`src/rtl/mux_pkg.sv`:
```
// Shared types and default sizing for the round-robin / fixed-priority channel mux.
package mux_pkg;

   localparam int unsigned DEF_N = 64;
   localparam int unsigned DEF_M = 4;

   typedef enum logic {
      MODE_RR    = 1'b0,
      MODE_FIXED = 1'b1
   } mode_e;

endpackage

```
`src/rtl/rr_pick.sv`:
```
// Combinational rotating-priority picker: first request found at or after start, wrapping at M.
module rr_pick #(
   parameter  int unsigned M  = 4,
   localparam int unsigned SW = $clog2(M)
) (
   input  logic [M-1:0]  req,
   input  logic [SW-1:0] start,
   output logic [M-1:0]  grant,
   output logic [SW-1:0] idx,
   output logic          any
);

   always_comb begin
      int unsigned c;
      grant = '0;
      idx   = '0;
      any   = 1'b0;
      c     = 0;
      for (int unsigned i = 0; i < M; i++) begin
         // wrap at M, not at 2**SW, so unused indices are never visited
         c = (32'(start) + i) % M;
         if (!any && req[SW'(c)]) begin
            any              = 1'b1;
            grant[SW'(c)]    = 1'b1;
            idx              = SW'(c);
         end
      end
   end

endmodule

```
`src/rtl/mux_arb_rr.sv`:
```
// M-channel arbitrated mux with a one-word registered output stage and valid/ready handshakes.
module mux_arb_rr
   import mux_pkg::*;
#(
   parameter  int unsigned N  = DEF_N,
   parameter  int unsigned M  = DEF_M,
   localparam int unsigned SW = $clog2(M)
) (
   input  logic           i_clk,
   input  logic           i_rst_n,
   input  logic [M*N-1:0] i_in,
   input  logic [M-1:0]   i_valid,
   output logic [M-1:0]   o_ready,
   input  logic           i_mode,
   output logic [N-1:0]   o_out,
   output logic           o_valid,
   input  logic           i_ready,
   output logic [SW-1:0]  o_sel
);

   logic [SW-1:0] ptr;
   logic [SW-1:0] start_c;
   logic [SW-1:0] pick_idx;
   logic [SW-1:0] ptr_nxt_c;
   logic [M-1:0]  pick_grant;
   logic          pick_any;
   logic          free_c;
   logic          take_c;
   mode_e         mode_c;
   logic [N-1:0]  chan [M];

   for (genvar k = 0; k < M; k++) begin : g_chan
      assign chan[k] = i_in[k*N +: N];
   end

   assign mode_c  = mode_e'(i_mode);
   assign free_c  = !o_valid || i_ready;
   assign start_c = (mode_c == MODE_FIXED) ? '0 : ptr;

   rr_pick #(.M(M)) u_pick (
      .req   (i_valid),
      .start (start_c),
      .grant (pick_grant),
      .idx   (pick_idx),
      .any   (pick_any)
   );

   // Grant strobe depends only on request/handshake state, never on channel data.
   assign take_c    = free_c && pick_any;
   assign o_ready   = (take_c && i_rst_n) ? pick_grant : '0;
   assign ptr_nxt_c = (pick_idx == SW'(M-1)) ? '0 : pick_idx + SW'(1);

   always_ff @(posedge i_clk or negedge i_rst_n) begin
      if (!i_rst_n) begin
         o_valid <= 1'b0;
         o_out   <= '0;
         o_sel   <= '0;
         ptr     <= '0;
      end else if (free_c) begin
         o_valid <= pick_any;
         if (pick_any) begin
            o_out <= chan[pick_idx];
            o_sel <= pick_idx;
            if (mode_c == MODE_RR) begin
               ptr <= ptr_nxt_c;
            end
         end
      end
   end

endmodule

```
`config.mk`:
```
export PLATFORM = sky130hd
export DESIGN_NAME = mux_arb_rr
export DESIGN_NICKNAME = d
export VERILOG_FILES = /design/src/rtl/mux_pkg.sv /design/src/rtl/rr_pick.sv /design/src/rtl/mux_arb_rr.sv
export SDC_FILE = /design/constraint.sdc
export NUM_CORES = 1
export LEC_CHECK = 0
export ABC_AREA = 1
export BUFFER_PORTS_ARGS = -buffer_cell sky130_fd_sc_hd__buf_2
export CORE_AREA = 2 2 130 132
export CTS_CLUSTER_SIZE = 8
export DETAILED_ROUTE_END_ITERATION = 8
export DIE_AREA = 0 0 132 134
export PLACE_DENSITY = 0.76
export SLEW_MARGIN = 15
export SYNTH_ARGS = -nofsm -noshare
export SYNTH_HDL_FRONTEND = slang
export SYNTH_HIERARCHICAL = 1
export SYNTH_SLANG_ARGS = --single-unit
```
`constraint.sdc`:
```
create_clock -name i_clk -period 4.4 [get_ports i_clk]
set_input_delay 1.1 -clock i_clk [delete_from_list [all_inputs] [get_ports i_clk]]
set_output_delay 1.1 -clock i_clk [all_outputs]
set_load 0.1 [all_outputs]
```
==> flow_metrics.py <==
metrics = {
    "worst_setup_path": {
        "start_kind": "primary input",
        "critical_path_class": "in2out",
        "critPathRequiredTime_ps": 3300,
        "end_kind": "output pin",
        "cp_max_fo": 9,
        "cp.arrival_ps": 3140,
        "r2r_cells": 19,
    },
    "floorplanning": {
        "die_area_mm2": 0.0177,
        "start_util_pct": 37.6,
        "fp.dieH_um": 134,
        "fp.dieW_um": 132,
        "io_pins": 335,
        "core_mm2": 0.0163,
        "rows": 47,
    },
    "clocking": {
        "htreeDepth": 3,
        "cts_tree": "yes",
        "clockBufferDepth": 2,
        "insertion_delay_ps": 330,
        "clock_sink_count": 69,
        "clock-root-buffer": "clkbuf_16",
        "cts_buffers": 9,
        "path_clk_slew_ps": 50,
    },
    "synth": {
        "synth_simple_gate_area_share_pct": 47.2,
        "synthCells": 1126,
        "synth_compound_area_share_pct": 1.39,
        "yosysWarnings": 6,
        "yosysTopAreaCellShare_pct": 32.8,
        "synth_seq_cells": 69,
        "yosysSeqAreaShare_pct": 28.2,
        "syn_avg_cell_area_um2": 5.44,
        "synthesis.nets": 1396,
        "synth_top_family_by_area": "simple AND/OR/NAND/NOR gates",
        "synth_top_area_cell": "nand2_1",
        "synthMuxAreaShare_pct": 0,
        "synthTopCellsByArea": "nand2_1 33%, dfrtp_1 28%, inv_1 17%, nand3_1 12%, buf_2 2.4%",
        "synth_fa_ha_area_share_pct": 1.23,
        "netlist_area_mm2": 0.00613,
        "ys_types": 21,
        "synth_xor_area_share_pct": 0,
    },
    "global_routing": {
        "antenna_found_initial": 1,
        "grt_use_total_pct": 21.2,
        "first_global_vias": 6759,
        "grt_max_degree": 131,
        "grt_pass1_wl_um": 30700,
        "grt_overflow": 0,
    },
    "finish": {
        "num-fill-cells": 1709,
        "nets": 1698,
        "register_area_mm2": 0.00173,
        "drive_gt1_share_pct": 27.2,
        "multi_input_area_mm2": 0.00312,
        "area_growth_pct": 35.9,
    },
    "flow_run": {
        "drv_cap": 0,
    },
    "place": {
        "dp_hpwl_um": 14000,
        "place_congestion": 0.909,
        "io_buffers": 334,
    },
    "route": {
        "drt-total-wl_um": 19500,
        "drtIter0Drc": 354,
        "post_drt_wl_per_cell_um": 11.8,
        "drcViolationCount": 0,
        "drt_first_pass_iters": 5,
        "vias_per_cell": 4.45,
        "ant_nets": 0,
        "vias": 7354,
    },
    "min_path": {
        "min_path_type": "reg2reg",
        "whs_path_depth": 2,
    },
    "status": {
        "outcome": "complete, no violations",
    },
    "timing": {
        "tightest_slew_ps": 905,
        "final.min_clock_period_ps": 4240,
        "slew_violations": 0,
        "finalSetupViolations": 0,
        "max_freq_mhz": 236,
        "tns_ps": 0,
        "hold_viol_final": 0,
        "finalClockSkew_ps": 5.07,
        "slew_headroom_pct": 39.7,
        "rsz0062_at_grt": "false",
        "fin_crit_sh_pct": 96.3,
    },
}
what timing repair did:
| action | 4_1_cts | 5_1_grt |
|---|---|---|
| buffers inserted | 0 | 5 |
| resized for setup | 0 | 1 |
| hold buffers | 0 | 0 |
| setup endpoints to repair | 0 | 4 |
| hold endpoints to repair | 0 | 0 |
per-stage QoR:
stage               cells  area, um^2  setup slack [ps]  util (%)  hold slack [ps]
floorplan            1126        6170              65.6         -              534
global placement     1632        8010               192      49.2              457
detailed placement   1632        8010               119      49.2              459
CTS                  1648        8280               124      50.8              475
global route         1654        8330              17.2      51.1              482
finish               1654        8330               162      51.1              470
flip-flops by register name (all words and copies together), names as in the netlist:
name     cells
o_out       64
o_sel        2
o_valid      1
ptr          2
layout by cell type, fill, tap and decap left out, types with 5 or more instances in the layout:
cell / Yosys / routed
buf_12: 0 / 8
nand3_1: 142 / 140
clkbuf_16: 0 / 9
buf_2: 29 / 329
clkinvlp_4: 0 / 5
nor2_4: 1 / 7
dfrtp_1: 69 / 69
nand2_1: 535 / 533
inv_1: 273 / 271
nand4_1: 7 / 7
buf_4: 16 / 11
nand2_2: 7 / 9
ha_1: 6 / 6
a21oi_1: 7 / 7
final timing paths:
path / startpoint / end / slack [ps]
max in group asynchronous: i_rst_n / o_sel[0] / 2800
hold reg to reg: o_out[11] / o_out[11] / 470
setup / recovery: i_mode / o_ready[0] / 160
setup reg to reg: ptr[0] / o_out[45] / 1170
hold / removal: o_out[11] / o_out[11] / 470
min in group asynchronous: i_rst_n / o_out[49] / 980
cells by family (layout without fill, tap and decap cells):
family / count (synthesis) / after routing
AO/OA/AOI/OAI: 15 / 15
adder cells (fa/ha/maj): 6 / 6
buffers and inverters: 332 / 639
flip-flops: 69 / 69
other: 0 / 1
AND/OR/NAND/NOR: 704 / 704
worst max-delay path, stage by stage:
cell and delay (ps):
buf_2 140, nor2_4 220, inv_2 150, ha_1 380, inv_1 110, nand2_1 90, nand2_2 60, nor2_4 180
nand4_1 130, nand2_2 100, inv_2 40, nand2_2 190, nor2_4 70, buf_12 160
synthesized netlist by cell type, drive strengths merged:
cell    instances
a21boi          4
nor2           10
nand2         543
nand4           7
nand3         144
dfrtp          69
ha              6
o21ai           4
inv           275
clkbuf         10
buf            47
a21oi           7
metal layers:
| layer | track usage [%] | part of all wire, % | vias to the layer above |
|---|---|---|---|
| met5 | 0 | 0 | - |
| met4 | 9.96 | 3.3 | 0 |
| met3 | 4.27 | 6.5 | 41 |
| met2 | 37.1 | 48 | 272 |
| met1 | 24.9 | 42 | 3204 |
| li1 | - | - | 3837 |
area by class of cell:
class,count,share of cell area (%)
Inverter,275,12.4
Sequential cell,69,20.7
Clock inverter,7,0.616
Multi-Input combinational cell,725,37.5
Timing Repair Buffer,348,22.7
Antenna cell,1,0.0301
Tap cell,220,3.31
Clock buffer,9,2.71
Power is left out: the tool's default activity adds up to more than one toggle a clock period on the data nets, which glitch-free logic cannot reach.
